File: src/rtl/pipelined_cla_adder_pkg.sv
// Shared constants and small helpers for the pipelined carry-lookahead adder.
// Optional status flags are enabled with the ADDER_FLAGS_EN macro.
package pipelined_cla_adder_pkg;

  localparam int   SLICE_W = 4;
  localparam logic OP_ADD  = 1'b0;
  localparam logic OP_SUB  = 1'b1;

  // Subtract is A + ~B + 1, so the external carry-in only matters for add.
  function automatic logic eff_cin(input logic sub, input logic cin);
    return (sub == OP_SUB) ? 1'b1 : cin;
  endfunction

  function automatic logic [SLICE_W-1:0] eff_b_nibble_unused(input logic [SLICE_W-1:0] b);
    return b;
  endfunction

  function automatic logic signed_ovf(input logic a_msb, input logic b_msb, input logic s_msb);
    return (a_msb == b_msb) && (s_msb != a_msb);
  endfunction

endpackage

File: src/rtl/pipelined_cla_adder_slice.sv
// Combinational 4-bit carry-lookahead slice (G = A & B, P = A | B).
// Building block of pipelined_cla_adder; see that file for ADDER_FLAGS_EN.
module cla_slice4
  import pipelined_cla_adder_pkg::*;
(
  input  logic [SLICE_W-1:0] a,
  input  logic [SLICE_W-1:0] b,
  input  logic               cin,
  output logic [SLICE_W-1:0] s,
  output logic               cout
);

  logic [SLICE_W-1:0] g_s;
  logic [SLICE_W-1:0] p_s;
  logic [SLICE_W-1:0] c_s;

  // Two-level lookahead carries for all four bit positions and the slice carry-out.
  always_comb begin
    g_s    = a & b;
    p_s    = a | b;
    c_s[0] = cin;
    c_s[1] = g_s[0] | (p_s[0] & cin);
    c_s[2] = g_s[1] | (p_s[1] & g_s[0]) | (p_s[1] & p_s[0] & cin);
    c_s[3] = g_s[2] | (p_s[2] & g_s[1]) | (p_s[2] & p_s[1] & g_s[0])
           | (p_s[2] & p_s[1] & p_s[0] & cin);
    cout   = g_s[3] | (p_s[3] & g_s[2]) | (p_s[3] & p_s[2] & g_s[1])
           | (p_s[3] & p_s[2] & p_s[1] & g_s[0])
           | (p_s[3] & p_s[2] & p_s[1] & p_s[0] & cin);
    s      = a ^ b ^ c_s;
  end

endmodule

File: src/rtl/pipelined_cla_adder.sv
// WIDTH-bit add/subtract unit, CLA slices split into STAGES registered stages with valid/ready.
// Define ADDER_FLAGS_EN to add registered zero/negative/signed-overflow flags.
module pipelined_cla_adder
  import pipelined_cla_adder_pkg::*;
#(
  parameter int WIDTH  = 32,
  parameter int STAGES = 2
) (
  input  logic             clk,
  input  logic             rst,
  input  logic             in_valid,
  output logic             in_ready,
  input  logic [WIDTH-1:0] in_a,
  input  logic [WIDTH-1:0] in_b,
  input  logic             in_sub,
  input  logic             in_cin,
  output logic             out_valid,
  input  logic             out_ready,
  output logic [WIDTH-1:0] out_sum,
  output logic             out_cout
`ifdef ADDER_FLAGS_EN
  ,
  output logic             out_zero,
  output logic             out_neg,
  output logic             out_ovf
`endif
);

  localparam int CHUNK = WIDTH / STAGES;
  localparam int SPS   = CHUNK / SLICE_W;

  logic en_s;
  logic out_valid_s;

  // One global enable: the whole pipe moves unless a finished result is blocked.
  always_comb begin
    en_s = !out_valid_s || out_ready;
  end

  for (genvar k = 0; k < STAGES; k++) begin : g_stage
    // REM operand bits still unprocessed on entry; DONE sum bits finished on exit.
    localparam int REM  = WIDTH - k * CHUNK;
    localparam int DONE = (k + 1) * CHUNK;

    logic [REM-1:0]   a_in_s;
    logic [REM-1:0]   b_in_s;
    logic             cin_in_s;
    logic             valid_in_s;
    logic [CHUNK-1:0] chunk_sum_s;
    logic [DONE-1:0]  sum_d;
    logic [DONE-1:0]  sum_q;
    logic             carry_d;
    logic             carry_q;
    logic             valid_d;
    logic             valid_q;

    if (k == 0) begin : g_head
      assign a_in_s     = in_a;
      assign b_in_s     = (in_sub == OP_SUB) ? ~in_b : in_b;
      assign cin_in_s   = eff_cin(in_sub, in_cin);
      assign valid_in_s = in_valid;
    end else begin : g_tail
      assign a_in_s     = g_stage[k-1].g_skew.a_q;
      assign b_in_s     = g_stage[k-1].g_skew.b_q;
      assign cin_in_s   = g_stage[k-1].carry_q;
      assign valid_in_s = g_stage[k-1].valid_q;
    end

    for (genvar s = 0; s < SPS; s++) begin : g_slice
      logic cin_s;
      logic cout_s;

      if (s == 0) begin : g_first
        assign cin_s = cin_in_s;
      end else begin : g_chain
        assign cin_s = g_slice[s-1].cout_s;
      end

      cla_slice4 u_slice (
        .a    (a_in_s[s*SLICE_W +: SLICE_W]),
        .b    (b_in_s[s*SLICE_W +: SLICE_W]),
        .cin  (cin_s),
        .s    (chunk_sum_s[s*SLICE_W +: SLICE_W]),
        .cout (cout_s)
      );
    end

    if (k == 0) begin : g_sum_head
      // First stage has no lower sum bits to carry along.
      always_comb begin
        sum_d = chunk_sum_s;
      end
    end else begin : g_sum_tail
      // Append this chunk above the lower sum bits finished upstream.
      always_comb begin
        sum_d = {chunk_sum_s, g_stage[k-1].sum_q};
      end
    end

    // Stage carry-out and valid feed the next stage register.
    always_comb begin
      carry_d = g_slice[SPS-1].cout_s;
      valid_d = valid_in_s;
    end

    // Stage register: cleared by reset, otherwise advances only with the global enable.
    always_ff @(posedge clk) begin
      if (rst) begin
        sum_q   <= {DONE{1'b0}};
        carry_q <= 1'b0;
        valid_q <= 1'b0;
      end else if (en_s) begin
        sum_q   <= sum_d;
        carry_q <= carry_d;
        valid_q <= valid_d;
      end else begin
        sum_q   <= sum_q;
        carry_q <= carry_q;
        valid_q <= valid_q;
      end
    end

    if (k < STAGES - 1) begin : g_skew
      logic [REM-CHUNK-1:0] a_d;
      logic [REM-CHUNK-1:0] a_q;
      logic [REM-CHUNK-1:0] b_d;
      logic [REM-CHUNK-1:0] b_q;

      // Upper operand bits not yet consumed travel to the next stage.
      always_comb begin
        a_d = a_in_s[REM-1:CHUNK];
        b_d = b_in_s[REM-1:CHUNK];
      end

      // Operand skew register, same enable and reset as the stage.
      always_ff @(posedge clk) begin
        if (rst) begin
          a_q <= {(REM-CHUNK){1'b0}};
          b_q <= {(REM-CHUNK){1'b0}};
        end else if (en_s) begin
          a_q <= a_d;
          b_q <= b_d;
        end else begin
          a_q <= a_q;
          b_q <= b_q;
        end
      end
    end
  end

  assign out_valid_s = g_stage[STAGES-1].valid_q;
  assign out_valid   = out_valid_s;
  assign out_sum     = g_stage[STAGES-1].sum_q;
  assign out_cout    = g_stage[STAGES-1].carry_q;
  assign in_ready    = en_s;

`ifdef ADDER_FLAGS_EN
  logic zero_d;
  logic zero_q;
  logic neg_d;
  logic neg_q;
  logic ovf_d;
  logic ovf_q;

  // Flags derive from the final stage's full sum and the operand MSBs it consumes.
  always_comb begin
    zero_d = (g_stage[STAGES-1].sum_d == {WIDTH{1'b0}});
    neg_d  = g_stage[STAGES-1].sum_d[WIDTH-1];
    ovf_d  = signed_ovf(g_stage[STAGES-1].a_in_s[CHUNK-1],
                        g_stage[STAGES-1].b_in_s[CHUNK-1],
                        g_stage[STAGES-1].sum_d[WIDTH-1]);
  end

  // Flag register moves in lockstep with the output stage.
  always_ff @(posedge clk) begin
    if (rst) begin
      zero_q <= 1'b0;
      neg_q  <= 1'b0;
      ovf_q  <= 1'b0;
    end else if (en_s) begin
      zero_q <= zero_d;
      neg_q  <= neg_d;
      ovf_q  <= ovf_d;
    end else begin
      zero_q <= zero_q;
      neg_q  <= neg_q;
      ovf_q  <= ovf_q;
    end
  end

  assign out_zero = zero_q;
  assign out_neg  = neg_q;
  assign out_ovf  = ovf_q;
`endif

endmodule

File: config.mk
export PLATFORM = sky130hd
export DESIGN_NAME = pipelined_cla_adder
export DESIGN_NICKNAME = d
export VERILOG_FILES = /design/src/rtl/pipelined_cla_adder_pkg.sv /design/src/rtl/pipelined_cla_adder_slice.sv /design/src/rtl/pipelined_cla_adder.sv
export SDC_FILE = /design/constraint.sdc
export NUM_CORES = 1
export LEC_CHECK = 0
export CAP_MARGIN = 10
export CORE_ASPECT_RATIO = 1.1
export CORE_UTILIZATION = 55
export DETAILED_ROUTE_END_ITERATION = 10
export DONT_BUFFER_PORTS = 1
export GPL_TIMING_DRIVEN = 0
export PLACE_DENSITY = 0.76
export RECOVER_POWER = 100
export REMOVE_ABC_BUFFERS = 1
export SETUP_SLACK_MARGIN = 0.5
export SLEW_MARGIN = 20
export SYNTH_ARGS = -nofsm -noshare
export SYNTH_HDL_FRONTEND = slang
export SYNTH_SLANG_ARGS = --single-unit
File: constraint.sdc
create_clock -name clk -period 6.21 [get_ports clk]
set_clock_uncertainty 0.05 [all_clocks]
set_input_delay 0.621 -clock clk [delete_from_list [all_inputs] [get_ports clk]]
set_output_delay 0.621 -clock clk [all_outputs]
set_load 0.005 [all_outputs]
==> metrics <==
RSZ-0062 raised after global routing=false; Pwr per Cell Area=242 nW/um^2; CTS sink cnt=84; main combinational cell family by area after synthesis=adder cells; placed cells=711; vias in the first global route=3770; Worst-path clk slew=0.09 ns; sequential area share after synthesis=32.9%; WP data arrival=2.92 ns; Max Cap Viol=0; final hold slack=0.277 ns; Synth Warn #=0; fin crit share=57.8%; Mean Syn Cell Area=8.17 sq um; Min-Delay Path Class=primary input to flip-flop; asr flop ratio synth=0%; simple-gate share of the synthesized area=15.3%; worst skew pair latency=0.36 ns; Root Buffer=clkbuf_8; Netlist cell types=52; Antenna Nets Post-Route=0; ANT cells=0; Pleak=0.00241 uW; CP max FO=75; mux cell area share after synthesis=0%; nets=750; Yosys reg bits=84; IO Pins=105; number of DRC markers in iteration 0=55; vias per cell=5.31; # hold bufs at CTS=0; Synth Area in Adders=18.8%; Gate Count Post-Synth=625; initial antenna violation count=0; Worst Tran Pin Value=1.19 ns; final WL=9660 microns; input/output buffers=0; TritonCTS buffer count=9; VDD IR max=0.0986 mV; Setup crit start kind=flip-flop; die area=9680 sq um; fmax=279 MHz; 1st-pass router iterations=4; P&R area growth vs syn=4.75%; Slew HR=20.6%; CTS tree=yes; Die Wd=93.9 microns; Pins Over Slew Limit=0; Synth Area in XOR/XNOR=9.26%; total grt overflow=0; number of synthesized flops with an enable pin=0; final std cells w/o fill=727; DR WL/cell=13.3 microns; crit path capture type=primary output; CTS resizes=0; layout cells sized above 1=5.06%; Yosys top cell area share=32.9%; Site Rows=36; total track usage=20.6%; largest area contributor in the netlist=dfxtp_1; Setup Viol. Count Final=0; Synth area leaders=dfxtp_1 (33%), ha_1 (16%), nand2_1 (7.1%); Area after DPL=5220 sq um; total number of vias=3858; largest net degree at the start of global routing=85; Post-Syn Area=5110 sq um; worst path required time=5.54 ns; Fillers=820; DRC=0; total core area=8920 sq um; Final HPWL DP=7020 microns; CTS H-tree depth=3; most frequent cells in the layout=nand2_1 (97), dfxtp_1 (84), inv_1 (81); most common cell after layout, fill and taps aside=nand2_1; worst setup path category=flip-flop to primary output; Compound-Gate Fraction of Synth Area=15.3%; Die Y=103 microns; status=complete, no violations; # Post-CTS Setup Buffers=0; Final GP Congestion=0.750; min Tclk post-route=3.59 ns; first-pass GRT wire length=15600 microns; Starting Density=57.3%; Final Hold Viols=0; finished layout cell area=5350 sq um; Clock Tree Buf Depth=2; Main synth FF type=dfxtp_1
-- final timing paths --
path	startpoint	endpoint	slack (ns)	cells after the start
max	out_valid$_SDFFE_PP0P_	in_ready	2.62	4
min	rst	out_sum[20]$_SDFFE_PP0P_	0.28	1
max reg2reg	out_valid$_SDFFE_PP0P_	g_stage[0].sum_q[10]$_SDFFE_PP0P_	2.95	6
min reg2reg	g_stage[0].valid_q$_SDFFE_PP0P_	g_stage[0].valid_q$_SDFFE_PP0P_	0.40	2
-- stage by stage --
stage                     setup WS [ns]  setup TNS [ns]  power, uW  utilization (%)
after floorplan                  -0.588           -8.59        879                -
after detailed placement           3.33               0        941             58.5
final                              2.62               0       1300             60.0
after CTS                          3.61               0       1310             60.6
after global placement            -3.90         -215.68        922             57.5
after global routing               2.43               0       1380             60.0
-- critical path, cell delays in order (launching register included) --
cell and delay [ns]:
dfxtp_1 0.36, nor2b_1 0.81, clkbuf_1 0.82, buf_16 0.26
inv_4 0.28
-- registers in the layout, summed over array words and instances (netlist names) --
signal	flops
g_stage.sum_q	16
g_stage.carry_q	1
out_cout	1
g_stage.g_skew.a_q	16
out_valid	1
out_sum	32
g_stage.g_skew.b_q	16
g_stage.valid_q	1
-- cell families after synthesis --
| logic type | count (synthesis) |
|---|---|
| and+or+nand+nor | 184 |
| xor gates and xnor gates | 54 |
| AOI/OAI and AO/OA | 118 |
| adders and majority gates | 72 |
| DFF | 84 |
| buffers and inverters | 113 |
-- cell type report --
class | instances | area [sq um] | share of cell area (%)
clock buffers | 11 | 131 | 2.46
well taps | 114 | 143 | 2.67
repair buffers | 3 | 35.0 | 0.655
multi-input cells | 428 | 3000 | 56.0
flip-flops and latches | 84 | 1680 | 31.4
clock inverters | 5 | 52.6 | 0.982
inverters | 82 | 310 | 5.80
-- cell usage after synthesis (4+ instances only) --
master    count
xnor2_1      22
xor2_1       32
inv_1        82
nor2b_1       5
buf_1         4
o21bai_1      4
ha_1         64
nor2_1       52
fa_1          8
a21oi_1      60
nand2_1      97
a211oi_1     27
dfxtp_1      84
nor3_1        8
clkbuf_1     25
-- where the power goes --
group / internal [uW] / switching, uW / leakage [uW]
clock network: 184 / 191 / 0.0000931
registers: 603 / 43.2 / 0.000697
logic: 131 / 145 / 0.00162
total: 918 / 379 / 0.00241
-- metal layers --
layer,wire [microns],global-route usage [%],vias up
met1,3980,20.5,1788
met2,4940,39.8,88
met3,552,4.87,15
li1,-,-,1967
met4,184,10.5,0
met5,0,0,-
No activity file was read; power rests on OpenSTA's default activity.
